File: src/rtl/pc_pkg.sv
// Shared types for the programmable branch-target table and its resolver.
package pc_pkg;

  localparam int unsigned DEFAULT_D = 10;

  typedef logic [DEFAULT_D-1:0] pc_t;

  typedef struct packed {
    logic rel;
    pc_t  value;
  } tt_entry_t;

  typedef enum logic {
    TT_CLEAR,
    TT_IDLE
  } tt_state_e;

endpackage

File: src/rtl/pc_target_resolve.sv
// Turns a table entry into a next-PC target: PC-relative entries add modulo 2**D,
// absolute entries pass the stored value through.
module pc_target_resolve
  import pc_pkg::*;
#(
  parameter int unsigned D = DEFAULT_D
) (
  input  logic         rel,
  input  logic [D-1:0] value,
  input  logic [D-1:0] pc,
  output logic [D-1:0] target
);

  // D-bit add drops the carry, so two's-complement offsets wrap naturally.
  always_comb begin
    target = value;
    if (rel) target = pc + value;
  end

endmodule

File: src/rtl/pc_target_table.sv
// Writable branch-target table: clears itself after reset, then serves one
// registered lookup per cycle with write-first bypass on a same-index write.
module pc_target_table
  import pc_pkg::*;
#(
  parameter int unsigned D            = DEFAULT_D,
  parameter int unsigned A            = 4,
  parameter int unsigned RESET_TARGET = 0
) (
  input  logic         clk,
  input  logic         reset,
  input  logic         wr_en,
  input  logic [A-1:0] wr_addr,
  input  logic [D-1:0] wr_target,
  input  logic         wr_rel,
  output logic         wr_ready,
  input  logic         lk_en,
  input  logic [A-1:0] lk_addr,
  input  logic [D-1:0] lk_pc,
  output logic         lk_ready,
  output logic [D-1:0] target,
  output logic         target_valid,
  output logic         busy
);

  localparam int unsigned DEPTH = 2**A;

  typedef struct packed {
    logic         rel;
    logic [D-1:0] value;
  } entry_t;

  entry_t       mem [DEPTH];
  tt_state_e    state;
  logic [A-1:0] idx;

  logic         wr_acc;
  logic         lk_acc;
  entry_t       lk_entry;
  logic [D-1:0] resolved;

  always_comb begin
    wr_acc   = wr_en && wr_ready;
    lk_acc   = lk_en && lk_ready;
    lk_entry = mem[lk_addr];
    if (wr_acc && (wr_addr == lk_addr)) begin
      lk_entry.rel   = wr_rel;
      lk_entry.value = wr_target;
    end
  end

  pc_target_resolve #(.D(D)) u_resolve (
    .rel    (lk_entry.rel),
    .value  (lk_entry.value),
    .pc     (lk_pc),
    .target (resolved)
  );

  // Storage has no reset of its own; the clear sweep defines every entry.
  always_ff @(posedge clk) begin
    if (!reset) begin
      if (state == TT_CLEAR) begin
        mem[idx].rel   <= 1'b0;
        mem[idx].value <= D'(RESET_TARGET);
      end else if (wr_acc) begin
        mem[wr_addr].rel   <= wr_rel;
        mem[wr_addr].value <= wr_target;
      end
    end
  end

  always_ff @(posedge clk) begin
    if (reset) begin
      state        <= TT_CLEAR;
      idx          <= '0;
      target       <= '0;
      target_valid <= 1'b0;
      busy         <= 1'b1;
      wr_ready     <= 1'b0;
      lk_ready     <= 1'b0;
    end else begin
      case (state)
        TT_CLEAR: begin
          target_valid <= 1'b0;
          idx          <= idx + 1'b1;
          if (&idx) begin
            state    <= TT_IDLE;
            busy     <= 1'b0;
            wr_ready <= 1'b1;
            lk_ready <= 1'b1;
          end
        end
        TT_IDLE: begin
          target_valid <= lk_acc;
          if (lk_acc) target <= resolved;
        end
        default: begin
          state        <= TT_CLEAR;
          idx          <= '0;
          target_valid <= 1'b0;
          busy         <= 1'b1;
          wr_ready     <= 1'b0;
          lk_ready     <= 1'b0;
        end
      endcase
    end
  end

endmodule

File: config.mk
export PLATFORM = sky130hd
export DESIGN_NAME = pc_target_table
export DESIGN_NICKNAME = d
export VERILOG_FILES = /design/src/rtl/pc_pkg.sv /design/src/rtl/pc_target_resolve.sv /design/src/rtl/pc_target_table.sv
export SDC_FILE = /design/constraint.sdc
export NUM_CORES = 1
export LEC_CHECK = 0
export CORE_MARGIN = 4
export CORE_UTILIZATION = 49
export CTS_CLUSTER_DIAMETER = 60
export DETAILED_ROUTE_END_ITERATION = 8
export HOLD_SLACK_MARGIN = 0.06
export PLACE_DENSITY_LB_ADDON = 0.1
export SKIP_CTS_REPAIR_TIMING = 1
export SKIP_LAST_GASP = 1
export SLEW_MARGIN = 20
export SYNTH_ARGS = -nofsm -noshare
export SYNTH_HDL_FRONTEND = slang
export SYNTH_SLANG_ARGS = --single-unit
File: constraint.sdc
create_clock -name clk -period 5.2 [get_ports clk]
set_clock_uncertainty 0.2 [all_clocks]
set_input_delay 1.3 -clock clk [delete_from_list [all_inputs] [get_ports clk]]
set_output_delay 1.3 -clock clk [all_outputs]
set_load 0.01 [all_outputs]
==> results of run 1 <==
layout by cell type, fill, tap and decap left out, types with 9 or more instances in the layout:
master,count
a211oi_1,9
a21oi_1,12
and2_1,11
buf_4,39
clkbuf_16,17
clkdlybuf4s50_1,44
dfxtp_1,18
edfxtp_1,176
ha_1,10
mux2_2,12
mux4_2,51
nand2_1,12
nor2_1,37
nor3_1,10
state kept, by name, summed over array words and instances (netlist names):
name and flops:
lk_ready 1, target 10, busy 1, target_valid 1, state 1, mem 176
idx 4
synth_stat cells (all sizes together), types with 6 or more instances:
cell type,n
a21oi,12
edfxtp,176
mux2,12
buf,11
mux2i,6
ha,10
mux4,55
nor3,10
and2,11
nand2,12
nor2,37
a211oi,9
clkbuf,13
dfxtp,18
stage by stage:
step / setup TNS [ps] / cell area (um2) / power [W] / util [%]
2_1_floorplan: 0 / 8200 / 0.00189 / -
3_3_place_gp: -278 / 9100 / 0.00197 / 55.3
3_5_place_dp: -333 / 9100 / 0.00197 / 55.3
4_1_cts: 0 / 9690 / 0.00324 / 58.8
5_1_grt: 0 / 9690 / 0.00333 / 58.9
6_report: 0 / 9690 / 0.00322 / 58.9
per-layer routing:
layer / track usage (%) / up-vias / wire length [um]
met5: 0 / - / 0
met4: 5.38 / 0 / 225
met3: 3.76 / 19 / 1100
met2: 35.2 / 136 / 9340
met1: 28.3 / 2309 / 7680
li1: - / 1983 / -
critical path, delay by kind of cell:
kind / cells / cell delay, ps
and+or+nand+nor: 1 / 130
adders and majority gates: 2 / 600
buffers and inverters: 1 / 190
muxes: 4 / 1430
AOI/OAI and AO/OA: 4 / 1180
xor gates and xnor gates: 1 / 140
kinds of logic after synthesis:
kind of cell | after synthesis | synth area share, %
and+or+nand+nor | 89 | 5.19
muxes | 73 | 17.8
buffers and inverters | 29 | 1.77
AOI/OAI and AO/OA | 45 | 3.68
adders and majority gates | 11 | 1.77
xor gates and xnor gates | 9 | 0.961
DFF | 194 | 68.8
power groups by stage:
stage / Clock [W] / Sequential [W] / Combinational [W]
5_1_grt: 0.00137 / 0.00171 / 0.000252
4_1_cts: 0.00130 / 0.00171 / 0.000232
2_1_floorplan: 0 / 0.00174 / 0.000147
3_5_place_dp: 0 / 0.00174 / 0.000231
6_report: 0.00128 / 0.00171 / 0.000231
3_3_place_gp: 0 / 0.00174 / 0.000229
how the worst max path moves through the flow:
stage          slack [ps]         to        from  cells past startpoint
3_3_place_gp         -140  target[8]  lk_addr[0]                     13
4_1_cts               330  target[7]  lk_addr[0]                     14
6_report              360  target[8]  lk_addr[0]                     13
3_5_place_dp         -120  target[8]  lk_addr[0]                     13
5_1_grt                10  target[8]  lk_addr[0]                     13
2_1_floorplan         120  target[8]  lk_addr[1]                     13
layout make-up:
class                      count  area [um2]  share of cell area, %
sequential                   194        5650                   58.3
multi-input combinational    227        2410                   24.9
timing repair buffer          86         754                   7.79
clock buffer                  22         484                   5.00
tap                          220         275                   2.84
clock inverter                10        98.8                   1.02
inverter                       5        18.8                  0.194
==> results.json, run 1 <==
{
  "status": "finished, final reports clean",
  "critPathMaxFanout": 6,
  "crit_chain": "buf_2 > mux4_2 > mux4_2 > mux2_2 > ha_1 > fa_1 > a211oi_1 > o21bai_1 > a2111oi_1 > nor3_1 > xnor2_1 > mux2i_1 > a211oi_1",
  "synth.area.top_cells": "edfxtp_1 64%, mux4_2 14%, dfxtp_1 4.4%, nor2_1 1.7%, mux2_2 1.6%",
  "p_per_area_nw_per_um2": 332,
  "antenna_cells": 0,
  "grt-ovfl-total": 0,
  "clkLatencyLatePin_ps": 430,
  "maxCapViolCount": 0,
  "area_growth_pct": 18.1,
  "timing.final.crit_share_pct": 93.2,
  "seq_area_frac_synth_pct": 68.8,
  "clockBufferDepth": 2,
  "end_kind": "flop",
  "critPathKind": "in -> reg",
  "reg2reg_to": "target[8]",
  "critPathMaxStageDelay_ps": 540,
  "grt_max_degree": 22,
  "peakVddDrop_mv": 0.243,
  "core_um2": 16500,
  "ys_ff_latch": 194,
  "cpMaxStageDelayCell": "mux4_2",
  "setup_viol": 0,
  "cts.clk_slew.worst_paths_ps": 70,
  "synth_edf_count": 176,
  "rsz0062_at_grt": "no",
  "required_ps": 5340,
  "cts_made_buffers": 17,
  "fmax_mhz": 206,
  "avgSynthCellArea_um2": 18.2,
  "grt_use_total_pct": 20.8,
  "critPathArrivalTime_ps": 4990,
  "ios": 47,
  "p_sw_w": 0.000689,
  "fin_ws_ps": 356,
  "hold_path.class": "reg -> reg",
  "netlist_instances": 450,
  "first_pass_iters": 5,
  "hp-start": "target[0]",
  "tightest_slew_ps": 575,
  "whs_ps": 252,
  "r2r_slack_ps": 1110,
  "syn_area_um2": 8200,
  "place_hpwl_um": 11800,
  "syn_nets": 494,
  "fp-row-count": 47,
  "async_reset_ff_share_pct": 0,
  "die_area_um2": 18900,
  "r2r_start": "mem[14][0]",
  "port_buffers": 46,
  "final_antenna_net_count": 0,
  "power_frac_clock_pct": 39.8,
  "startpoint_type": "input port",
  "p_leak_nw": 2.87,
  "grt_pass1_vias": 4537,
  "final_nets": 575,
  "antenna_found_initial": 0,
  "synth_top_area_cell": "edfxtp_1",
  "pwr-share-seq_pct": 53.0,
  "num-fill-cells": 1245,
  "fp.dieW_um": 137,
  "intPower_w": 0.00253,
  "post_synth_num_cell_types": 42,
  "cts_tree": "built",
  "dp_cells": 732,
  "r2r_cells": 12,
  "p_sw_share_pct": 21.4,
  "wire_per_inst_um": 24.0,
  "synth_top_cell_area_share_pct": 64.4,
  "slew_headroom_pct": 61.7,
  "htreeDepth": 4,
  "dpl_worst_slack_ps": -115,
  "power.share.combinational_pct": 7.2,
  "die_y_um": 137,
  "holdPathStages": 2,
  "final_cells": 764,
  "vias_per_cell": 5.82,
  "wirelength_um": 18300,
  "globalplace.congestion": 0.831,
  "grt_pass1_wl_um": 27700,
  "drt_iter0_drc": 328,
  "root_buffer": "clkbuf_16",
  "synth_ff_type": "edfxtp_1",
  "whs_endpoint": "target[0]",
  "fin_crit_ps": 4840,
  "layout-drive-gt1-share_pct": 25.6,
  "drc": 0,
  "slew_viol_final": 0,
  "vias": 4447,
  "final-hold-violation-count": 0,
  "yosysWarningCount": 0,
  "initial_core_util_pct": 49.8,
  "cts.sinks": 194
}
Note: power is estimated with default switching activity, not from simulation.
==> inputs of run 2 (changes only) <==
--- a/config.mk
+++ b/config.mk
@@ -6,7 +6,7 @@
 export NUM_CORES = 1
 export LEC_CHECK = 0
 export CORE_MARGIN = 4
-export CORE_UTILIZATION = 49
+export CORE_UTILIZATION = 50
 export CTS_CLUSTER_DIAMETER = 60
 export DETAILED_ROUTE_END_ITERATION = 8
 export HOLD_SLACK_MARGIN = 0.06
==> run 2 against run 1 <==
  * Routed wire length decreased by 0.58%
  * Final cell count is 0.26% lower
  * Non-clock buffer count rose by 2
  * First-iteration DRC count decreased by 1.2%
  * Sequential share of layout area shrank 0.22 points
  * Maximum frequency fell by 2.3%
  * Total power is 1.4% higher
  * Combinational power rose by 2%
  * Die area is 1.9% lower
  * Largest cell class unchanged
  * Highest routed layer unchanged
==> results.json, run 2 (synthesis gave the netlist of run 1 again) <==
{
  "status": "finished, final reports clean",
  "final_util_pct": 60.8,
  "clockBufferDepth": 2,
  "grt_max_degree": 34,
  "top_register": "mem",
  "hp-start": "target[0]",
  "drt_iter0_drc": 324,
  "r2r_slack_ps": 1070,
  "largestRegisters": "mem: 176 flops, target: 10 flops, idx: 4 flops",
  "power.share.combinational_pct": 7.2,
  "globalplace.congestion": 0.876,
  "dpl_worst_slack_ps": -187,
  "p_sw_w": 0.000697,
  "layout_common_cells": "176 x edfxtp_1, 51 x mux4_2, 44 x clkdlybuf4s50_1",
  "maxCapViolCount": 0,
  "p_per_area_nw_per_um2": 336,
  "final_antenna_net_count": 0,
  "layout-drive-gt1-share_pct": 25.6,
  "p_sw_share_pct": 21.3,
  "tightest_slew_ps": 630,
  "grt_use_total_pct": 21.3,
  "clkLatencyLatePin_ps": 420,
  "finalPower_w": 0.00327,
  "critPathMaxStageDelay_ps": 540,
  "final_common_cell": "edfxtp_1",
  "wire_per_inst_um": 23.9,
  "peakVddDrop_mv": 0.252,
  "grt_pass1_vias": 4589,
  "largest_register_ffs": 176,
  "fin_ws_ps": 242,
  "hold_path.class": "reg -> reg",
  "fin_crit_ps": 4960,
  "worst-path-buf-inv": 1,
  "startpoint_type": "input port",
  "die_y_um": 136,
  "power_frac_clock_pct": 40.5,
  "crit_chain": "buf_2 > mux4_2 > mux4_2 > mux2_2 > ha_1 > fa_1 > a211oi_1 > o21bai_1 > a2111oi_1 > nor3_1 > xnor2_1 > mux2i_1 > a211oi_1",
  "die_area_um2": 18500,
  "cts_made_buffers": 17,
  "r2r_cells": 12,
  "final-hold-violation-count": 0,
  "final_nets": 577,
  "antenna_cells": 0,
  "critPathKind": "in -> reg",
  "num-fill-cells": 1216,
  "vias": 4470,
  "port_buffers": 46,
  "dp_cells": 730,
  "whs_endpoint": "target[0]",
  "htreeDepth": 4,
  "root_buffer": "clkbuf_16",
  "r2r_start": "mem[14][0]",
  "grt_pass1_wl_um": 28200,
  "slew_headroom_pct": 57.9,
  "fmax_mhz": 202,
  "end_kind": "flop",
  "fp-row-count": 46,
  "pwr-share-seq_pct": 52.3,
  "antenna_found_initial": 0,
  "first_pass_iters": 4,
  "critical-path-top-delay-family": "multiplexers",
  "grt-ovfl-total": 0,
  "reg2reg_to": "target[8]",
  "critPathMaxFanout": 8,
  "ios": 47,
  "place_hpwl_um": 11600,
  "drc": 0,
  "whs_ps": 255,
  "initial_core_util_pct": 51.3,
  "area_growth_pct": 18.6,
  "slew_viol_final": 0,
  "required_ps": 5350,
  "cpMaxStageDelayCell": "mux4_2",
  "wirelength_um": 18200,
  "cts.sinks": 194,
  "timing.final.crit_share_pct": 95.3,
  "critPathArrivalTime_ps": 5110,
  "intPower_w": 0.00257,
  "vias_per_cell": 5.87,
  "holdPathStages": 2,
  "p_leak_nw": 2.90,
  "final_cells": 762,
  "cts_tree": "built",
  "setup_viol": 0,
  "cts.clk_slew.worst_paths_ps": 80,
  "rsz0062_at_grt": "yes",
  "core_um2": 16000,
  "fp.dieW_um": 136
}
[run 2: cell types whose count changed in the layout (fill, tap and decap cells not counted), sizes merged]
cell      before  now
clkbuf        22   23
inv            7   10
clkinv         5    3
buf           42   44
clkinvlp       2    0
[run 2: final cells by class]
| class | count | area, um2 | area share, % |
|---|---|---|---|
| inverter | 5 | 18.8 | 0.193 |
| clock inverter | 9 | 90.1 | 0.926 |
| sequential | 194 | 5650 | 58.0 |
| clock buffer | 23 | 510 | 5.25 |
| timing repair buffer | 88 | 778 | 8.00 |
| multi-input combinational | 227 | 2410 | 24.8 |
| tap | 216 | 270 | 2.78 |
[run 2: routing by layer]
metal / track usage (%) / wire [um] / vias up
met4: 6.10 / 301 / 0
met2: 33.7 / 8740 / 133
met3: 4.74 / 1040 / 25
met5: 0 / 0 / -
met1: 30.2 / 8150 / 2325
li1: - / - / 1987
[run 2: power groups by stage]
stage	Sequential, W	Clock [W]	Combinational (W)
after floorplan	0.00174	0	0.000147
after global placement	0.00174	0	0.000232
after detailed placement	0.00174	0	0.000235
after CTS	0.00171	0.00134	0.000237
after global routing	0.00171	0.00141	0.000257
final	0.00171	0.00132	0.000236
[run 2: worst reg2reg max path, delay by kind of cell, from the launching register on]
family | cells | cell delay, ps
xor gates and xnor gates | 1 | 150
adders and majority gates | 2 | 630
and+or+nand+nor | 1 | 130
DFF | 1 | 370
muxes | 4 | 1380
AOI/OAI and AO/OA | 4 | 1200
[run 2: per-stage QoR]
step / setup TNS, ps / cell area [um2]
after floorplan: 0 / 8200
after CTS: 0 / 9730
final: 0 / 9730
after global placement: -304 / 9130
after detailed placement: -485 / 9130
after global routing: -24.2 / 9730
[run 2: worst max path at each step]
stage | from | end | slack, ps | cells past startpoint
after floorplan | lk_addr[1] | target[8] | 120 | 13
after global placement | lk_addr[0] | target[8] | -120 | 13
after detailed placement | lk_addr[0] | target[8] | -190 | 13
after CTS | lk_addr[0] | target[8] | 250 | 13
after global routing | lk_addr[0] | target[7] | -20 | 14
final | lk_addr[0] | target[8] | 240 | 13
